## src/rtl/rgmii_pkg.sv

```systemverilog
// Shared RGMII transmit definitions: speed modes, divider width
// and the speed_i decode used at byte boundaries.
package rgmii_pkg;

   typedef enum logic [1:0] {
      e_speed_10   = 2'b00,
      e_speed_100  = 2'b01,
      e_speed_1000 = 2'b10
   } speed_e;

   localparam int CNT_W   = 6;
   localparam int CNT_MAX = (1 << CNT_W) - 1;

   function automatic speed_e speed_decode(input logic [1:0] s);
      if (s[1])
         return e_speed_1000;
      else if (s[0])
         return e_speed_100;
      return e_speed_10;
   endfunction

endpackage

```

## src/rtl/rgmii_tx_clk_gen.sv

```systemverilog
// RGMII transmit timing: divider, nibble phase, speed latch,
// MAC clock enable and forwarded TXC pattern.
module rgmii_tx_clk_gen
   import rgmii_pkg::*;
#(
   parameter int DIV_100 = 5,
   parameter int DIV_10  = 50
) (
   input  logic       clk,
   input  logic       reset_n,
   input  logic [1:0] speed,
   output logic       clk_en,
   output logic       mii_sel,
   output logic       nxt_mii,
   output logic       nxt_ph,
   output logic       txc_q1,
   output logic       txc_q2
);

   localparam logic [CNT_W-1:0] LAST_100 = CNT_W'(DIV_100 - 1);
   localparam logic [CNT_W-1:0] LAST_10  = CNT_W'(DIV_10 - 1);
   localparam logic [CNT_W-1:0] HALF_100 = CNT_W'(DIV_100 / 2);
   localparam logic [CNT_W-1:0] HALF_10  = CNT_W'(DIV_10 / 2);
   localparam logic ODD_100 = (DIV_100 % 2) == 1;
   localparam logic ODD_10  = (DIV_10 % 2) == 1;

   speed_e           mode;
   speed_e           nxt_mode;
   logic [CNT_W-1:0] cnt;
   logic [CNT_W-1:0] nxt_cnt;
   logic             ph;
   logic             run;
   logic [CNT_W-1:0] last;
   logic [CNT_W-1:0] nlast;
   logic [CNT_W-1:0] nhalf;
   logic             nodd;
   logic             bound;
   logic             en_d;
   logic             txc1_d;
   logic             txc2_d;

   // mode/cnt/ph describe the current cycle; outputs are
   // registered from the next-cycle state
   always_ff @(posedge clk or negedge reset_n) begin
      if (!reset_n) begin
         mode    <= e_speed_1000;
         cnt     <= '0;
         ph      <= 1'b0;
         run     <= 1'b0;
         clk_en  <= 1'b0;
         mii_sel <= 1'b0;
         txc_q1  <= 1'b0;
         txc_q2  <= 1'b0;
      end else begin
         mode    <= nxt_mode;
         cnt     <= nxt_cnt;
         ph      <= nxt_ph;
         run     <= 1'b1;
         clk_en  <= en_d;
         mii_sel <= nxt_mii;
         txc_q1  <= txc1_d;
         txc_q2  <= txc2_d;
      end
   end

   always_comb begin
      last = (mode == e_speed_10) ? LAST_10 : LAST_100;
      bound = (mode == e_speed_1000) || (ph && (cnt == last));
      nxt_mode = mode;
      nxt_cnt = cnt + CNT_W'(1);
      nxt_ph = ph;
      if (!run) begin
         nxt_mode = e_speed_1000;
         nxt_cnt = '0;
         nxt_ph = 1'b0;
      end else if (bound) begin
         nxt_mode = speed_decode(speed);
         nxt_cnt = '0;
         nxt_ph = 1'b0;
      end else if (cnt == last) begin
         nxt_cnt = '0;
         nxt_ph = 1'b1;
      end
   end

   always_comb begin
      nlast = LAST_100;
      nhalf = HALF_100;
      nodd = ODD_100;
      if (nxt_mode == e_speed_10) begin
         nlast = LAST_10;
         nhalf = HALF_10;
         nodd = ODD_10;
      end
      nxt_mii = (nxt_mode != e_speed_1000);
      en_d = 1'b1;
      txc1_d = 1'b1;
      txc2_d = 1'b0;
      if (nxt_mii) begin
         en_d = nxt_ph && (nxt_cnt == nlast);
         txc2_d = (nxt_cnt < nhalf);
         txc1_d = txc2_d || (nodd && (nxt_cnt == nhalf));
      end
   end

endmodule

```

## src/rtl/rgmii_tx_ddr_if.sv

```systemverilog
// RGMII transmit path: GMII byte capture and nibble/TX_CTL
// q1/q2 pairs for the external DDR output registers.
module rgmii_tx_ddr_if
   import rgmii_pkg::*;
#(
   parameter int DIV_100 = 5,
   parameter int DIV_10  = 50
) (
   input  logic       clk_i,
   input  logic       reset_n_i,
   input  logic [1:0] speed_i,
   input  logic [7:0] gmii_txd_i,
   input  logic       gmii_tx_en_i,
   input  logic       gmii_tx_er_i,
   output logic       gmii_tx_clk_en_o,
   output logic       mii_select_o,
   output logic [3:0] txd_q1_o,
   output logic [3:0] txd_q2_o,
   output logic       tx_ctl_q1_o,
   output logic       tx_ctl_q2_o,
   output logic       txc_q1_o,
   output logic       txc_q2_o
);

   logic       nxt_mii;
   logic       nxt_ph;
   logic [7:0] txd_r;
   logic       en_r;
   logic       er_r;
   logic [7:0] txd_d;
   logic       en_d;
   logic       er_d;
   logic [3:0] lo_d;
   logic [3:0] hi_d;

   rgmii_tx_clk_gen #(
      .DIV_100 (DIV_100),
      .DIV_10  (DIV_10)
   ) u_clk_gen (
      .clk     (clk_i),
      .reset_n (reset_n_i),
      .speed   (speed_i),
      .clk_en  (gmii_tx_clk_en_o),
      .mii_sel (mii_select_o),
      .nxt_mii (nxt_mii),
      .nxt_ph  (nxt_ph),
      .txc_q1  (txc_q1_o),
      .txc_q2  (txc_q2_o)
   );

   // a byte being accepted this cycle drives the pairs directly
   always_comb begin
      txd_d = gmii_tx_clk_en_o ? gmii_txd_i : txd_r;
      en_d = gmii_tx_clk_en_o ? gmii_tx_en_i : en_r;
      er_d = gmii_tx_clk_en_o ? gmii_tx_er_i : er_r;
      lo_d = txd_d[3:0];
      hi_d = txd_d[7:4];
      if (nxt_mii) begin
         lo_d = nxt_ph ? txd_d[7:4] : txd_d[3:0];
         hi_d = lo_d;
      end
   end

   always_ff @(posedge clk_i or negedge reset_n_i) begin
      if (!reset_n_i) begin
         txd_r       <= '0;
         en_r        <= 1'b0;
         er_r        <= 1'b0;
         txd_q1_o    <= '0;
         txd_q2_o    <= '0;
         tx_ctl_q1_o <= 1'b0;
         tx_ctl_q2_o <= 1'b0;
      end else begin
         txd_r       <= txd_d;
         en_r        <= en_d;
         er_r        <= er_d;
         txd_q1_o    <= lo_d;
         txd_q2_o    <= hi_d;
         tx_ctl_q1_o <= en_d;
         tx_ctl_q2_o <= en_d ^ er_d;
      end
   end

   div_range: assert property (@(posedge clk_i)
      (DIV_100 >= 2) && (DIV_100 <= CNT_MAX) &&
      (DIV_10 >= 2) && (DIV_10 <= CNT_MAX));

endmodule
```

## config.mk

```make
export PLATFORM = sky130hd
export DESIGN_NAME = rgmii_tx_ddr_if
export DESIGN_NICKNAME = d
export VERILOG_FILES = /design/src/rtl/rgmii_pkg.sv /design/src/rtl/rgmii_tx_clk_gen.sv /design/src/rtl/rgmii_tx_ddr_if.sv
export SDC_FILE = /design/constraint.sdc
export NUM_CORES = 1
export LEC_CHECK = 0
export ABC_AREA = 1
export BUFFER_PORTS_ARGS = -buffer_cell sky130_fd_sc_hd__buf_4
export CORE_ASPECT_RATIO = 1.5
export CORE_MARGIN = 1
export CORE_UTILIZATION = 54
export CTS_CLUSTER_DIAMETER = 50
export CTS_CLUSTER_SIZE = 25
export DETAILED_ROUTE_END_ITERATION = 10
export PLACE_DENSITY = 0.77
export SYNTH_ARGS = -nofsm -noshare
export SYNTH_HDL_FRONTEND = slang
export SYNTH_SLANG_ARGS = --single-unit
```

## constraint.sdc

```tcl
create_clock -name clk_i -period 3.7 [get_ports clk_i]
set_input_delay 0.74 -clock clk_i [delete_from_list [all_inputs] [get_ports clk_i]]
set_output_delay 0.74 -clock clk_i [all_outputs]
set_load 0.02 [all_outputs]
```

==> results of run 1 <==
## where the power goes
group          switching [mW]  internal, mW  total [mW]  leakage (nW)
clock                   0.123         0.168       0.291        0.0542
sequential             0.0282         0.419       0.448         0.407
combinational           0.175         0.106       0.281         0.557
## cells by family (layout without fill, tap and decap cells)
family	after synthesis	in the layout	synth area share
simple gates	113	113	0.3404
xor+xnor	3	3	0.01640
other cells	1	1	0.002340
flops	33	33	0.5160
buf+inv	23	57	0.05699
compound gates	6	6	0.02889
fa+ha+maj	5	5	0.03903
## how the worst max path moves through the flow
stage	from	end	slack (ps)	cells after the start
after CTS	u_clk_gen.mode[1]$_DFF_PN1_	u_clk_gen.txc_q1$_DFF_PN0_	1280	17
final	u_clk_gen.mode[1]$_DFF_PN1_	u_clk_gen.txc_q1$_DFF_PN0_	1270	15
after global routing	u_clk_gen.mode[1]$_DFF_PN1_	u_clk_gen.txc_q1$_DFF_PN0_	1030	15
after detailed placement	u_clk_gen.mode[1]$_DFF_PN1_	u_clk_gen.txc_q1$_DFF_PN0_	1300	17
after floorplan	u_clk_gen.mode[1]$_DFF_PN1_	u_clk_gen.txc_q1$_DFF_PN0_	1560	17
after global placement	u_clk_gen.mode[1]$_DFF_PN1_	u_clk_gen.txc_q1$_DFF_PN0_	1390	17
## sequential cells by signal, summed over array words and instances, names as in the netlist
name               cells
txd_q1_o               4
tx_ctl_q2_o            1
er_r                   1
u_clk_gen.run          1
u_clk_gen.txc_q2       1
u_clk_gen.mii_sel      1
txd_q2_o               4
u_clk_gen.clk_en       1
u_clk_gen.ph           1
u_clk_gen.txc_q1       1
u_clk_gen.cnt          6
en_r                   1
u_clk_gen.mode         2
txd_r                  8
## stage by stage
step / setup slack (ps) / instances / util / total power, mW / cell area, µm²
after global routing: 1030 / 255 / 0.7130 / 1.072 / 1949
after floorplan: 1555 / 184 / - / 0.6308 / 1603
after detailed placement: 1300 / 247 / 0.6760 / 0.7379 / 1848
after global placement: 1392 / 247 / 0.6760 / 0.7257 / 1848
after CTS: 1281 / 255 / 0.7130 / 1.030 / 1949
final: 1269 / 255 / 0.7130 / 1.020 / 1949
## worst max-delay path: stages, from the launching register on
cell	delay, ps
dfstp_2	530
inv_1	60
nor2_1	230
inv_1	160
nand2_1	140
nand2_1	130
nand3_4	140
inv_1	70
ha_1	260
inv_1	50
o21bai_1	140
nand4_1	150
nand2_2	100
nor2_1	40
nor2_1	80
nand2_1	50
## per-layer routing
layer	wire [µm]	part of all wire
met3	110	0.034
met2	1845	0.57
met4	34	0.011
met5	0	0
met1	1235	0.38
## synthesized netlist by cell type, drive strengths merged
library cell / number
ha: 5
clkbuf: 1
clkinv: 3
dfstp: 1
a21boi: 1
nor3: 3
o21bai: 1
or2: 1
xnor2: 1
nand4: 5
nand3: 11
xor2: 2
nor2: 15
o21ai: 1
a21oi: 3
conb: 1
dfrtp: 32
nand2: 77
inv: 19
nand3b: 1
## final cells by class
type                       instances  area [µm²]
timing repair buffer              27       202.7
sequential                        33       827.0
clock inverter                     1       5.005
clock buffer                       7       96.34
tap                               37       46.29
fill                             217       784.5
multi-input combinational        128       684.4
inverter                          22       87.58
==> impl_metrics.ini, run 1 <==
[outcome]
status = complete, no violations

[global_route]
grt_pass1_vias = 1201
grt-ovfl-total = 0
grt_use_total = 0.2324
met3_usage = 0.04688
antenna_found_initial = 0
use_met2 = 0.4288
grt.met1_usage = 0.2441
grt_max_degree = 34
grt_pass1_wl_um = 5154
grt.busiest_layer = met2

[pwr]
irDropWorstVdd_v = 0.0003535
p_leak_nw = 1.019
p_per_area_mw_per_mm2 = 523.3

[yosys]
yosysSeqAreaShare = 0.5160
synth_area_leaders = dfrtp_1 (50%), nand2_1 (15%), inv_1 (4.0%)
synth_seq_cells = 33
synth_nets = 203
syn_area_per_cell_um2 = 8.711
synth_cell_types = 30
yosysTopAreaCell = dfrtp_1
synth_area_mm2 = 0.001603
synthesis.yosys.warnings = 0
syn-instance-count = 184
synth_top_cell_area_share = 0.4996

[critical_path]
setup.worst_path.class = reg -> reg
required_ps = 3870
cp-end-kind = flip-flop
worstReg2RegEnd = u_clk_gen.txc_q1$_DFF_PN0_
r2r_slack_ps = 1270
crit_arrival_ps = 2600
critPathLaunchType = flip-flop
reg2reg_from = u_clk_gen.mode[1]$_DFF_PN1_
cp_max_fo = 5
rr_worst_depth = 15

[routing]
drc_errors = 0
post_drt_wl_per_cell_um = 12.65
drtAntennaViolNets = 0
first_pass_iters = 4
drt-total-wl_um = 3225
viasPerCell = 5.016
dr_total_vias = 1279
drt_iter0_drc = 59

[floorplan]
core_mm2 = 0.002734
die_h_um = 68.73
io_pins = 28
die_w_um = 46.49
initial_core_util = 0.5863
rows = 23
dieArea_mm2 = 0.003195

[placed_design]
gp_congestion = 0.8988
port_buffers = 27
dp_hpwl_um = 2471

[layout]
mostFrequentLayoutCell = nand2_1
nNetsFinal = 236
layout-drive-gt1-share = 0.2752
antennaDiodeCount = 0
syn_to_final_growth_pct = 21.62
mostFrequentLayoutCells = nand2_1 (65), dfrtp_1 (32), buf_4 (27)

[timing]
setup_violations = 0
hold_viol = 0
skew_ps = 3.872
tns_ps = 0
hold_slack_ps = 392.2
period_share = 0.6571
fmax_mhz = 411.3
period_minus_slack_ps = 2431
rsz0062_at_grt = false
slew_violations = 0

[clocking]
ctsResizeCount = 0
cts_buffers = 5
cts_buffer_depth = 2
hold_buffers = 0
tritoncts = done
h-tree-depth = 2
postCtsSetupBuffers = 0
clkTransAtPathRegs_ps = 70
clockRootBuffer = clkbuf_8
clkLatencyLatePin_ps = 280
cts.sinks = 33

[run]
maxCapViolations = 0

[worst_hold_path]
min_path_type = in -> async
Note: power is estimated with default switching activity, not from simulation.
==> inputs of run 2 (changes only) <==
--- a/config.mk
+++ b/config.mk
@@ -5,7 +5,7 @@
 export SDC_FILE = /design/constraint.sdc
 export NUM_CORES = 1
 export LEC_CHECK = 0
-export ABC_AREA = 1
+export ABC_AREA = 0
 export BUFFER_PORTS_ARGS = -buffer_cell sky130_fd_sc_hd__buf_4
 export CORE_ASPECT_RATIO = 1.5
 export CORE_MARGIN = 1
==> constraint.sdc (replaced) <==
create_clock -name clk_i -period 2.28 [get_ports clk_i]
set_input_delay 0.456 -clock clk_i [delete_from_list [all_inputs] [get_ports clk_i]]
set_output_delay 0.456 -clock clk_i [all_outputs]
set_load 0.02 [all_outputs]
==> run 2 against run 1 <==
The run now ends with setup timing left. Synthesized cell count is 18% lower. Cell count shrank 0.39%. Worst hold slack worse by 290 ps. Register-to-register slack got worse by 1700 ps. Design area grew 21%. Die area is 6.1% higher.
==> impl_metrics.ini, run 2 <==
[outcome]
status = complete, but fails checks
violations = setup timing

[yosys]
synth_top_cell_area_share = 0.4699
synth_nets = 170
syn-instance-count = 151
syn_area_per_cell_um2 = 11.29
yosysTopAreaCell = dfrtp_1
yosys-top-cells-count = dfrtp_1 (32), inv_1 (9), nand3_1 (8), nor3_1 (8), nand2_1 (7)
synth_area_leaders = dfrtp_1 (47%), mux2_2 (4.0%), ha_1 (3.7%)
synth_ff_type = dfrtp_1
yosysSeqAreaShare = 0.4853
synth_edf_count = 0
synthesis.yosys.warnings = 0
synth.most_common_cell = dfrtp_1
synth_cell_types = 46
synth_seq_cells = 33
synth_area_mm2 = 0.001704
async_flop_share = 1.000

[global_route]
antenna_found_initial = 0
grt-ovfl-total = 0
grt_use_total = 0.2878
grt_max_degree = 34
grt_pass1_vias = 1538
grt_pass1_wl_um = 6879

[layout]
top_regs = txd_r (8), u_clk_gen.cnt (6)
regArea_um2 = 828.3
layout-drive-gt1-share = 0.4512
mostFrequentLayoutCell = buf_4
syn_to_final_growth_pct = 38.03
top_register = txd_r
multiInputGateArea_um2 = 893.4
fin_area_mm2 = 0.002352
largest_reg_flops = 8
nNetsFinal = 233
n_fill_cell = 176
utilization = 0.7993
antennaDiodeCount = 0
mostFrequentLayoutCells = buf_4 (60), dfrtp_1 (31), inv_1 (9)

[routing]
drc_errors = 0
dr_total_vias = 1475
wl_met2_um = 2448
first_pass_iters = 5
m1WireLength_um = 1446
drt-total-wl_um = 4290
post_drt_wl_per_cell_um = 16.89
viasPerCell = 5.807
dr.max_layer_used = met4
drtAntennaViolNets = 0
drt_iter0_drc = 61
wl_met3_um = 152

[pwr]
p_comb_frac = 0.250
pwr-share-seq = 0.459
p_leak_nw = 1.107
internal_power_mw = 1.028
clockPowerShare = 0.291
power.total_mw = 1.462
swShare = 0.2971
p_per_area_mw_per_mm2 = 621.6
irDropWorstVdd_v = 0.0004053
p_switching_uw = 434.4

[critical_path]
setup.worst_path.class = reg -> reg
crit_chain = and4b_1 > mux2_4 > a32o_2 > a21oi_4 > and2_4 > ha_4 > nor2b_1 > o21ai_1 > nand2b_1 > a221o_1 > o311ai_1
required_ps = 2430
slowest_delay_ps = 430
cp_slowest_cell = dfrtp_1
crit_arrival_ps = 2830
critical_path_buf_inv_count = 0
cp-end-kind = flip-flop
cp_max_fo = 4
cp-startpoint = u_clk_gen.cnt[2]$_DFF_PN0_
critPathLaunchType = flip-flop
reg2reg_from = u_clk_gen.cnt[2]$_DFF_PN0_
critical-path-top-delay-family = compound AO/OA/AOI/OAI gates

[floorplan]
initial_core_util = 0.5791
io_pins = 28
die_h_um = 70.80
dieArea_mm2 = 0.003389
rows = 24
die_w_um = 47.87
core_mm2 = 0.002943

[clocking]
cts_buffer_depth = 2
clkTransAtPathRegs_ps = 70
clockRootBuffer = clkbuf_8
clkLatencyLatePin_ps = 280
tritoncts = done
cts.sinks = 33
h-tree-depth = 2
hold_buffers = 0
cts_buffers = 5

[worst_hold_path]
min_path_type = in -> async

[timing]
skew_ps = 3.988
layout_setup_ws_ps = -399.3
slew_violations = 0
hold_viol = 0
tns_ps = -1035
period_share = 1.175
period_minus_slack_ps = 2679
setup_violations = 3
rsz0062_at_grt = true
fmax_mhz = 373.2

[placed_design]
dp_hpwl_um = 3211
port_buffers = 27
placed_area_mm2 = 0.002191
post-place-ws_ps = -427.9
gp_congestion = 0.8579

[run]
maxCapViolations = 0
==> run 2: cell count changes after synthesis, sizes merged, moves of 5 or more <==
cell / previous run / this run
nand2: 77 / 7
a211oi: 0 / 5
mux2: 0 / 11
inv: 19 / 9
nor2: 15 / 7
nor3: 3 / 8
mux2i: 0 / 5
==> run 2: cells by family after synthesis <==
family	synth area share
and+or+nand+nor	0.1432
AOI/OAI and AO/OA	0.1667
DFF	0.4853
muxes	0.1043
buffers and inverters	0.03597
adders and majority gates	0.03671
xor gates and xnor gates	0.02570
other	0.002201
==> run 2: layout make-up <==
type / count / share of cell area
multi-input combinational: 104 / 0.3798
sequential: 33 / 0.3521
timing repair buffer: 61 / 0.1963
clock buffer: 5 / 0.02926
tap: 39 / 0.02074
inverter: 9 / 0.01436
clock inverter: 3 / 0.007447
==> run 2: worst paths after layout <==
kind	endpoint	slack [ps]	cells past startpoint
worst max-delay path	u_clk_gen.txc_q1$_DFF_PN0_	-400	11
worst min-delay path	txd_r[7]$_DFF_PN0_	100	1
worst max register to register	u_clk_gen.txc_q1$_DFF_PN0_	-400	11
worst min register to register	txd_r[1]$_DFF_PN0_	510	2
max in group asynchronous	u_clk_gen.mode[1]$_DFF_PN1_	1860	1
min in group clk_i	txd_r[1]$_DFF_PN0_	430	3
==> run 2: what timing repair did <==
action / CTS / global route
gates resized for setup: 4 / 6
pin swaps: 1 / 2
setup endpoints to repair: 3 / 3
buffers inserted: 1 / 2
==> run 2: metal layers <==
layer | track usage | vias to the layer above
met3 | 0.05102 | 19
met4 | 0.1914 | 0
met5 | 0 | -
met1 | 0.2771 | 725
li1 | - | 675
met2 | 0.5075 | 56
==> run 2: metrics by stage <==
step                hold slack [ps]  instances
CTS                           109.3        252
global placement              409.5        243
floorplan                     160.4        151
detailed placement            416.8        243
finish                        99.78        254
global route                  123.5        254
==> run 2: power groups by stage <==
stage / clock network [mW] / registers, mW / logic [mW]
after CTS: 0.432 / 0.672 / 0.355
after global placement: 0 / 0.679 / 0.331
after floorplan: 0 / 0.719 / 0.152
after global routing: 0.462 / 0.679 / 0.396
after detailed placement: 0 / 0.683 / 0.345
final: 0.425 / 0.671 / 0.366
